$ cat config.mk
export PLATFORM = sky130hd
export DESIGN_NAME = calc_regfile_alu_seq_flat
export DESIGN_NICKNAME = d
export VERILOG_FILES = /design/src/rtl/calc_regfile_alu_seq_pkg.sv /design/src/rtl/calc_regfile_alu_seq_if.sv /design/src/rtl/calc_regfile_alu_seq_mul.sv /design/src/rtl/calc_regfile_alu_seq.sv /design/src/flat_wrapper.sv
export SDC_FILE = /design/constraint.sdc
export NUM_CORES = 1
export LEC_CHECK = 0
export CORE_ASPECT_RATIO = 1.5
export CORE_UTILIZATION = 55
export DETAILED_ROUTE_END_ITERATION = 8
export DONT_BUFFER_PORTS = 1
export PLACE_DENSITY_LB_ADDON = 0.3
export SLEW_MARGIN = 10
export SYNTH_ARGS = -nofsm -noshare
export SYNTH_HDL_FRONTEND = slang
export SYNTH_SLANG_ARGS = --single-unit
$ cat constraint.sdc
create_clock -name clk -period 3.58 [get_ports clk]
set_input_delay 0.537 -clock clk [delete_from_list [all_inputs] [get_ports clk]]
set_output_delay 0.537 -clock clk [all_outputs]
set_load 0.01 [all_outputs]
$ cat src/rtl/calc_regfile_alu_seq_pkg.sv
// calc_pkg: shared constants for the register-file calculator core.
//   - OP_* : 3-bit opcodes presented on the op port when start is accepted.
//   - ST_* : controller state encoding (idle vs. iterative multiply running).
package calc_pkg;

  localparam logic [2:0] OP_INIT = 3'b000;
  localparam logic [2:0] OP_LDI  = 3'b001;
  localparam logic [2:0] OP_MOV  = 3'b010;
  localparam logic [2:0] OP_ADD  = 3'b011;
  localparam logic [2:0] OP_SUB  = 3'b100;
  localparam logic [2:0] OP_MUL  = 3'b101;
  localparam logic [2:0] OP_POW2 = 3'b110;
  localparam logic [2:0] OP_CLR  = 3'b111;

  localparam logic [0:0] ST_IDLE = 1'b0;
  localparam logic [0:0] ST_MUL  = 1'b1;

endpackage

$ cat src/rtl/calc_regfile_alu_seq_if.sv
// calc_regfile_alu_seq_if: instruction issue / status bundle for the calculator core.
//   start, op, dst, src, imm : issue request from the controller (master drives)
//   busy, done, ovf, zero, err : handshake and status flags (slave drives)
//   regs : flattened register file, R[i] at bits [i*WIDTH +: WIDTH]
interface calc_regfile_alu_seq_if #(
  parameter int WIDTH = 5,
  parameter int NREGS = 4
);
  localparam int IDXW = $clog2(NREGS);

  logic                   start;
  logic [2:0]             op;
  logic [IDXW-1:0]        dst;
  logic [IDXW-1:0]        src;
  logic [WIDTH-1:0]       imm;
  logic                   busy;
  logic                   done;
  logic                   ovf;
  logic                   zero;
  logic                   err;
  logic [NREGS*WIDTH-1:0] regs;

  modport master (
    output start, op, dst, src, imm,
    input  busy, done, ovf, zero, err, regs
  );

  modport slave (
    input  start, op, dst, src, imm,
    output busy, done, ovf, zero, err, regs
  );
endinterface

$ cat src/rtl/calc_regfile_alu_seq_mul.sv
// calc_seq_mul: iterative unsigned shift-add multiplier, one multiplier bit per cycle.
//   clk, rst_n : clock, asynchronous active-low reset (aborts a running multiply)
//   go         : load operands a, b and start (ignored by design while busy)
//   busy       : multiply in progress
//   done       : high in the last busy cycle, when prod already holds the final product
//   prod       : 2*WIDTH-bit product
module calc_seq_mul #(
  parameter int WIDTH = 5
) (
  input  logic               clk,
  input  logic               rst_n,
  input  logic               go,
  input  logic [WIDTH-1:0]   a,
  input  logic [WIDTH-1:0]   b,
  output logic               busy,
  output logic               done,
  output logic [2*WIDTH-1:0] prod
);
  localparam int CNTW = $clog2(WIDTH + 1);

  logic [2*WIDTH-1:0] acc;
  logic [2*WIDTH-1:0] mcand;
  logic [WIDTH-1:0]   mplier;
  logic [CNTW-1:0]    cnt;
  logic               running;

  // The first partial product is folded into the load cycle, so the remaining
  // WIDTH-1 bits finish in time for the owner to write on the WIDTH-th edge.
  always_ff @(posedge clk or negedge rst_n) begin
    if (!rst_n) begin
      acc     <= '0;
      mcand   <= '0;
      mplier  <= '0;
      cnt     <= '0;
      running <= 1'b0;
    end else if (go) begin
      acc     <= b[0] ? (2*WIDTH)'(a) : '0;
      mcand   <= (2*WIDTH)'(a) << 1;
      mplier  <= b >> 1;
      cnt     <= CNTW'(WIDTH - 1);
      running <= 1'b1;
    end else if (running) begin
      if (cnt != '0) begin
        if (mplier[0]) acc <= acc + mcand;
        mcand  <= mcand << 1;
        mplier <= mplier >> 1;
        cnt    <= cnt - CNTW'(1);
      end else begin
        running <= 1'b0;
      end
    end
  end

  assign busy = running;
  assign done = running && (cnt == '0);
  assign prod = acc;
endmodule

$ cat src/rtl/calc_regfile_alu_seq.sv
// calc_regfile_alu_seq: register-file calculator core (NREGS x WIDTH registers).
//   clk, rst_n : clock, asynchronous active-low reset
//   bus        : slave side of calc_regfile_alu_seq_if (start/op/dst/src/imm in;
//                busy/done/ovf/zero/err/regs out)
// Single-cycle ops complete on the accepting edge; MUL runs on calc_seq_mul and
// writes its result WIDTH edges after acceptance.
module calc_regfile_alu_seq
  import calc_pkg::*;
#(
  parameter int WIDTH = 5,
  parameter int NREGS = 4
) (
  input logic                 clk,
  input logic                 rst_n,
  calc_regfile_alu_seq_if.slave bus
);
  localparam int IDXW = $clog2(NREGS);

  logic [WIDTH-1:0]   r [NREGS];
  logic [0:0]         state;
  logic [IDXW-1:0]    mul_dst;
  logic               done_q, ovf_q, zero_q, err_q;
  logic               accept, bad_idx, mul_go;
  logic               mul_busy, mul_done;
  logic [2*WIDTH-1:0] prod;
  logic [WIDTH-1:0]   op_a, op_b, res;
  logic               res_ovf;

  assign op_a    = r[bus.dst];
  assign op_b    = r[bus.src];
  assign bad_idx = (32'(bus.dst) >= NREGS) || (32'(bus.src) >= NREGS);
  assign accept  = bus.start && (state == ST_IDLE) && !mul_busy;
  assign mul_go  = accept && !bad_idx && (bus.op == OP_MUL);

  calc_seq_mul #(.WIDTH(WIDTH)) u_mul (
    .clk  (clk),
    .rst_n(rst_n),
    .go   (mul_go),
    .a    (op_a),
    .b    (op_b),
    .busy (mul_busy),
    .done (mul_done),
    .prod (prod)
  );

  // Result and overflow of the single-destination, single-cycle ops.
  always_comb begin
    res     = '0;
    res_ovf = 1'b0;
    case (bus.op)
      OP_LDI: res = bus.imm;
      OP_MOV: res = op_b;
      OP_ADD: {res_ovf, res} = {1'b0, op_a} + {1'b0, op_b};
      OP_SUB: begin
        res     = op_a - op_b;
        res_ovf = (op_a < op_b);
      end
      OP_POW2: begin
        if (32'(op_b) < WIDTH) res = WIDTH'(1) << op_b;
        else res_ovf = 1'b1;
      end
      default: res = '0;
    endcase
  end

  // Register file, flags and controller. err is only updated at completion so
  // flags stay stable for the whole duration of a multiply.
  always_ff @(posedge clk or negedge rst_n) begin
    if (!rst_n) begin
      for (int i = 0; i < NREGS; i++) r[i] <= '0;
      state   <= ST_IDLE;
      mul_dst <= '0;
      done_q  <= 1'b0;
      ovf_q   <= 1'b0;
      zero_q  <= 1'b0;
      err_q   <= 1'b0;
    end else begin
      done_q <= 1'b0;
      if (state == ST_IDLE) begin
        if (accept) begin
          if (bad_idx) begin
            err_q  <= 1'b1;
            done_q <= 1'b1;
          end else begin
            case (bus.op)
              OP_INIT: begin
                for (int i = 0; i < NREGS; i++) r[i] <= WIDTH'(i);
                ovf_q  <= 1'b0;
                zero_q <= 1'b0;
                err_q  <= 1'b0;
                done_q <= 1'b1;
              end
              OP_CLR: begin
                for (int i = 0; i < NREGS; i++) r[i] <= '0;
                ovf_q  <= 1'b0;
                zero_q <= 1'b1;
                err_q  <= 1'b0;
                done_q <= 1'b1;
              end
              OP_MUL: begin
                state   <= ST_MUL;
                mul_dst <= bus.dst;
              end
              default: begin
                r[bus.dst] <= res;
                ovf_q      <= res_ovf;
                zero_q     <= (res == '0);
                err_q      <= 1'b0;
                done_q     <= 1'b1;
              end
            endcase
          end
        end
      end else if (mul_done) begin
        r[mul_dst] <= prod[WIDTH-1:0];
        ovf_q      <= |prod[2*WIDTH-1:WIDTH];
        zero_q     <= (prod[WIDTH-1:0] == '0);
        err_q      <= 1'b0;
        done_q     <= 1'b1;
        state      <= ST_IDLE;
      end
    end
  end

  for (genvar g = 0; g < NREGS; g++) begin : g_flat
    assign bus.regs[g*WIDTH +: WIDTH] = r[g];
  end

  assign bus.busy = (state == ST_MUL);
  assign bus.done = done_q;
  assign bus.ovf  = ovf_q;
  assign bus.zero = zero_q;
  assign bus.err  = err_q;
endmodule

$ cat src/flat_wrapper.sv
// flat-port wrapper written by rule: the top's interface ports become plain ports
module calc_regfile_alu_seq_flat import calc_pkg::*;
#(
  parameter int WIDTH = 5,
  parameter int NREGS = 4
)
  (clk, rst_n, bus_start, bus_op, bus_dst, bus_src, bus_imm, bus_busy, bus_done, bus_ovf, bus_zero, bus_err, bus_regs);
  calc_regfile_alu_seq_if #(.WIDTH(WIDTH), .NREGS(NREGS)) bus_i ();
  input logic clk;
  input logic rst_n;
  input wire logic [$bits(bus_i.start)-1:0] bus_start;
  input wire logic [$bits(bus_i.op)-1:0] bus_op;
  input wire logic [$bits(bus_i.dst)-1:0] bus_dst;
  input wire logic [$bits(bus_i.src)-1:0] bus_src;
  input wire logic [$bits(bus_i.imm)-1:0] bus_imm;
  output wire logic [$bits(bus_i.busy)-1:0] bus_busy;
  output wire logic [$bits(bus_i.done)-1:0] bus_done;
  output wire logic [$bits(bus_i.ovf)-1:0] bus_ovf;
  output wire logic [$bits(bus_i.zero)-1:0] bus_zero;
  output wire logic [$bits(bus_i.err)-1:0] bus_err;
  output wire logic [$bits(bus_i.regs)-1:0] bus_regs;
  assign bus_i.start = bus_start;
  assign bus_i.op = bus_op;
  assign bus_i.dst = bus_dst;
  assign bus_i.src = bus_src;
  assign bus_i.imm = bus_imm;
  assign bus_busy = bus_i.busy;
  assign bus_done = bus_i.done;
  assign bus_ovf = bus_i.ovf;
  assign bus_zero = bus_i.zero;
  assign bus_err = bus_i.err;
  assign bus_regs = bus_i.regs;
  calc_regfile_alu_seq #(.WIDTH(WIDTH), .NREGS(NREGS)) u_core (.clk(clk), .rst_n(rst_n), .bus(bus_i));
endmodule
Word-level counts from Yosys, hierarchy flattened
Cells that the tools add are included.

Register bits: 56. Input bits: 15. Output and inout port bits: 25. Word-level logic and storage cells: 119.

Add/sub/neg operators: 4. Order comparisons: 7. Equal/unequal tests: 9. Shift-type cells: 1. Multiplexer cells: 57. Bitwise operators: 4. Reduce and logical (&&, ||, !) cells: 22.

Operator list (count): two-way mux 10 bit (7); two-way mux 20 bit (3); one-hot mux 20 bit (3 select lines) (1); two-way mux 5 bit (11); bitwise mux 20 bit (2); one-hot mux 5 bit (5 select lines) (1); two-way mux 1 bit (22); binary-select mux 5 bit (select 2 bit) (2); demux 5 bit (select 2 bit) (2); == test 3 bit (second input constant) (4); adder 10 bit (1); zero test 5 bit (2); greater-or-equal comparator 3 bit (second input constant) (3); two-way mux 3 bit (3); inverter 2 -> 3 bit (3); AND reduction 3 bit (3); nonzero test 2 bit (4); adder 5 x 5 -> 6 bit (1); == test 3 x 2 -> 1 bit (second input constant) (2); logical AND 1 bit (6); zero test 3 bit (2); < comparator 3 x 1 -> 1 bit (second input constant) (2); one-hot mux 1 bit (3 select lines) (2); < comparator 5 x 3 -> 1 bit (second input constant) (1); other kinds (14) (14).

Depth between registers and ports, before layout
Depth in word-level cells: 11. Gate-level depth with buffers: 13. Gate-level depth less buffers: 11.

By module
From an unflattened synthesis, not the netlist that was laid out.

Cell total of the unflattened synthesis: 437. Area, all modules: 3872.5 µm².

By module, submodules not included: calc_regfile_alu_seq (instances 1, cells each 264, area an instance 2304.7 µm², seq. area each 650.6 µm²); calc_seq_mul (instances 1, cells each 173, area an instance 1567.8 µm², seq. area each 675.6 µm²).

Worst setup path before layout
No wires, ideal clock.

Kind: input-to-reg. From: input bus_src[0]. To: register u_core.r, in the netlist u_core.bus.regs[14]. Library setup time: 0.125 ns. Arrival time: 3.103 ns. Required time: 3.455 ns. Path slack: 0.352 ns. Stages on the path: 12. Path buffers: 2. Cells stage by stage: buf_6 mux4_2 buf_2 ha_1 fa_1 nand2b_1 a21oi_1 xnor2_1 o21ai_0 a211oi_2 o21ai_1 mux2_2.

Cells in the longest elaborated chain, start to end: 11. Elaborated cells on any way between the ends: 14. Classes of those cells: add/sub: 2; order compare: 1; shift: 1; mux: 9; bitwise: 1.

Ends and longest elaborated chain: start, declared (line flat_wrapper.sv:14) `input wire logic [$bits(bus_i.src)-1:0] bus_src;`; inverter 2 -> 3 bit (implied by the code) (*) (line calc_regfile_alu_seq.sv:30) `assign op_b = r[bus.src];`; binary-select mux 5 bit (select 2 bit) (*) (line calc_regfile_alu_seq.sv:30); two-way mux 5 bit (implied by the code) (*) (2 in series) (line calc_regfile_alu_seq.sv:30); < comparator 5 x 3 -> 1 bit or << shifter 1 x 5 -> 5 bit (tied branches) (line calc_regfile_alu_seq.sv:59) `if (32'(op_b) < WIDTH) res = WIDTH'(1) << op_b;`; two-way mux 5 bit (line calc_regfile_alu_seq.sv:59); one-hot mux 5 bit (5 select lines) (*) (line calc_regfile_alu_seq.sv:50) `case (bus.op)`; bitwise mux 20 bit (*) (line calc_regfile_alu_seq.sv:105) `r[bus.dst] <= res;`; one-hot mux 20 bit (3 select lines) (*) (line calc_regfile_alu_seq.sv:85) `case (bus.op)`; two-way mux 20 bit (*) (line calc_regfile_alu_seq.sv:80) `if (accept) begin`; two-way mux 20 bit (*) (line calc_regfile_alu_seq.sv:79) `if (state == ST_IDLE) begin`; end signal, assigned by index (line calc_regfile_alu_seq.sv:105); end signal, assigned by index (line calc_regfile_alu_seq.sv:115) `r[mul_dst] <= prod[WIDTH-1:0];`; end, declared (line calc_regfile_alu_seq.sv:19) `logic [WIDTH-1:0] r [NREGS];`.

Every way passes the cells marked *; elsewhere a longest branch is shown, timed or not. The select of a mux whose other input is x is not followed. A chain may end at the register's enable or synchronous reset.

Final worst setup path
From: register u_core.r, in the netlist u_core.bus.regs[0]. To: register u_core.r, in the netlist u_core.bus.regs[14].

Cells in the longest elaborated chain, start to end: 10. Elaborated cells on any way between the ends: 16. Classes of those cells: add/sub: 2; order compare: 1; shift: 1; mux: 12.

Ends and longest elaborated chain (line): binary-select mux 5 bit (select 2 bit) (calc_regfile_alu_seq.sv:30); two-way mux 5 bit (implied by the code) (2 in series) (calc_regfile_alu_seq.sv:30); < comparator 5 x 3 -> 1 bit or << shifter 1 x 5 -> 5 bit (tied branches) (calc_regfile_alu_seq.sv:59); two-way mux 5 bit (calc_regfile_alu_seq.sv:59); one-hot mux 5 bit (5 select lines) (*) (calc_regfile_alu_seq.sv:50); bitwise mux 20 bit (*) (calc_regfile_alu_seq.sv:105); one-hot mux 20 bit (3 select lines) (*) (calc_regfile_alu_seq.sv:85); two-way mux 20 bit (*) (calc_regfile_alu_seq.sv:80); two-way mux 20 bit (*) (calc_regfile_alu_seq.sv:79).

Marked as above.

==> results.py <==
metrics = {
    "floorplan": {
        "rows": 36,
        "fp.dieH_um": 102.2,
        "die_x_um": 68.82,
        "io_pins": 40,
        "start_util_pct": 56.79,
        "core_um2": 6486,
        "dieArea_um2": 7035,
    },
    "yosys": {
        "ys_top_cells_by_count": "dfrtp_1, nand2_1, a21oi_1, o21ai_0, inv_1",
        "yosysTopAreaCellShare_pct": 36.01,
        "synth_fp_nets": 445,
        "synth-main-ff-cell": "dfrtp_1",
        "synth_area_leaders": "dfrtp_1, ha_1, mux4_2, nand2_1, a21oi_1",
        "synth-async-reset-ratio_pct": 100.0,
        "ys_seq_area_share_pct": 36.01,
        "yosysTopAreaCell": "dfrtp_1",
        "yosys_warnings": 0,
        "netlist_area_um2": 3684,
        "synth_edf_count": 0,
        "synth_seq_cells": 53,
        "syn-mean-instance-area_um2": 9.050,
        "synthCells": 407,
        "synth.most_common_cell": "dfrtp_1",
        "ys_types": 58,
    },
    "clocking": {
        "cts_setup_buffers": 0,
        "cts-root-buf": "clkbuf_8",
        "clk_latency_ps": 310,
        "clk_pin_slew_ps": 100,
        "cts_tree": "done",
        "max-clock-path-buffers": 2,
        "cts.sinks": 53,
        "cts_inserted_buffers": 5,
        "htree_levels": 2,
        "cts_resized": 0,
    },
    "pwr": {
        "powerDensity_nw_per_um2": 852.8,
        "leakagePower_nw": 1.662,
        "p_total_mw": 3.253,
        "ir_worst_vdd_mv": 0.4506,
    },
    "setup_path": {
        "cp-end-kind": "flip-flop",
        "critPathMaxFanout": 11,
        "worst_setup_path_start_kind": "flip-flop",
        "slowest_stage": "mux4_2",
        "max_stage_delay_ps": 620,
        "worstPathArrival_ps": 3500,
        "critical_path_class": "reg2reg",
        "cp_cell_sequence": "mux4_2 -> ha_1 -> fa_1 -> nand2b_1 -> a21oi_1 -> xnor2_1 -> o21ai_0 -> a211oi_2 -> o21ai_1 -> mux2_2",
        "required_ps": 3780,
    },
    "place": {
        "gp_congestion": 0.9901,
        "io_buffers": 0,
        "place_hpwl_um": 7202,
    },
    "final_layout": {
        "nets": 433,
        "drive_gt1_share_pct": 9.596,
        "fill_cells": 577,
        "num_antenna_cells": 0,
        "area_delta_synth_final_pct": 3.567,
    },
    "global_routing": {
        "grt-ovfl-total": 0,
        "grt_usage_pct": 29.88,
        "grt_max_degree": 54,
        "grt_pass1_vias": 3149,
        "grt_first_pass_wirelength_um": 15390,
        "antenna_found_initial": 0,
    },
    "sta": {
        "fmax_mhz": 302.6,
        "final-hold-violation-count": 0,
        "setup_total_negative_slack_ps": 0,
        "slew_headroom_pct": 38.12,
        "period_share_pct": 92.30,
        "rsz0062_at_grt": "no",
        "maxSlewViolCount": 0,
        "setup_viol": 0,
        "skew_ps": 8.389,
        "tightest_slew_ps": 928.3,
        "fin_crit_ps": 3304,
    },
    "route": {
        "antenna_left": 0,
        "drc": 0,
        "routed_via_density": 6.394,
        "drt_iter0_markers": 182,
        "routed_wl_um": 9563,
        "wl_per_cell_um": 20.26,
        "num_vias": 3018,
        "dr.pass1.iters": 4,
    },
    "min_path": {
        "hold_path.class": "in2async",
    },
    "status": {
        "status": "finished clean",
    },
    "job": {
        "cap_violations": 0,
    },
}
[layout by cell type, fill, tap and decap left out, types with 5 or more instances in the layout]
| cell type | n |
|---|---|
| o31ai_1 | 5 |
| a31oi_1 | 11 |
| and3_1 | 5 |
| xnor2_1 | 8 |
| o211ai_1 | 7 |
| inv_1 | 26 |
| o21ai_0 | 27 |
| o21a_1 | 8 |
| o21ai_1 | 12 |
| ha_1 | 20 |
| mux2i_1 | 8 |
| nor2_1 | 22 |
| nand3_1 | 19 |
| mux2_2 | 7 |
| nand2b_1 | 5 |
| a21oi_1 | 27 |
| dfrtp_1 | 53 |
| nand2_1 | 47 |
| nor2b_1 | 5 |
| mux4_2 | 10 |
| clkbuf_8 | 5 |
[area by class of cell]
type	instances	area (um2)	share of cell area [%]
clock buffers	5	68.82	1.804
inverters	28	105.1	2.755
well taps	76	95.09	2.493
repair buffers	3	42.54	1.115
clock inverters	3	21.27	0.5576
flip-flops and latches	53	1326	34.77
multi-input cells	304	2156	56.51
[logic make-up after synthesis]
family	synth area share, %
xor+xnor	2.616
simple gates	16.03
other cells	0.1018
mux	10.43
fa+ha+maj	8.424
compound gates	20.92
flops	36.01
buf+inv	5.469
[report_power, final]
group | total, mW | internal [mW] | leakage (nW) | switching [mW]
Clock | 0.347 | 0.139 | 0.0445 | 0.208
Sequential | 1.20 | 0.852 | 0.677 | 0.347
Combinational | 1.71 | 0.733 | 0.940 | 0.974
Total | 3.25 | 1.72 | 1.66 | 1.53
[per-stage QoR]
step           hold WS [ps]  area, um2  std cells  util, %  setup WS (ps)
6_report              71.76       3815        472    58.82          275.6
5_1_grt               87.05       3815        472    58.82          50.58
4_1_cts               83.15       3815        472    58.82          307.7
3_5_place_dp          242.6       3697        463    57.00          220.0
3_3_place_gp          242.9       3697        463    57.00          270.8
2_1_floorplan         241.4       3684        407        -          352.3
[critical path, delay by kind of cell (launching register included)]
| family | cells | cell delay, ps |
|---|---|---|
| AND/OR/NAND/NOR | 1 | 170 |
| flip-flops | 1 | 460 |
| AO/OA/AOI/OAI | 4 | 830 |
| adder cells (fa/ha/maj) | 2 | 700 |
| multiplexers | 2 | 890 |
| XOR/XNOR | 1 | 130 |
[what timing repair did]
item | in CTS | in global routing
endpoints found under the setup margin | 0 | 0
endpoints found under the hold margin | 53 | 0
hold buffers | 1 | 0
[registers in the layout (all words and copies together) (netlist names)]
register and cells:
u_core.bus.ovf 1, u_core.u_mul.prod 10, u_core.u_mul.mcand 9, u_core.bus.done 1, u_core.u_mul.cnt 3, u_core.u_mul.busy 1
u_core.bus.zero 1, u_core.bus.busy 1, u_core.mul_dst 2, u_core.bus.regs 20, u_core.u_mul.mplier 4
[path summary, 6_finish.rpt]
path | from | end | slack, ps | cells after the start
worst max-delay path | u_core.bus.regs[0]$_DFFE_PN0P_ | u_core.bus.regs[14]$_DFFE_PN0P_ | 280 | 10
worst min-delay path | rst_n | u_core.u_mul.mplier[1]$_DFFE_PN0P_ | 70 | 1
worst max register to register | u_core.bus.regs[0]$_DFFE_PN0P_ | u_core.bus.regs[14]$_DFFE_PN0P_ | 280 | 10
worst min register to register | u_core.u_mul.prod[9]$_DFFE_PN0P_ | u_core.u_mul.prod[9]$_DFFE_PN0P_ | 490 | 1
max in group asynchronous | rst_n | u_core.u_mul.cnt[0]$_DFFE_PN0P_ | 3270 | 1
min in group clk | bus_dst[1] | u_core.mul_dst[1]$_DFFE_PN0P_ | 340 | 2
[layer usage]
layer	GRT usage, %	part of all wire, %
met5	0	0
met4	15.86	4.5
met2	52.64	51
met1	31.85	38
met3	7.366	5.8
No activity file was read; power rests on OpenSTA's default activity.
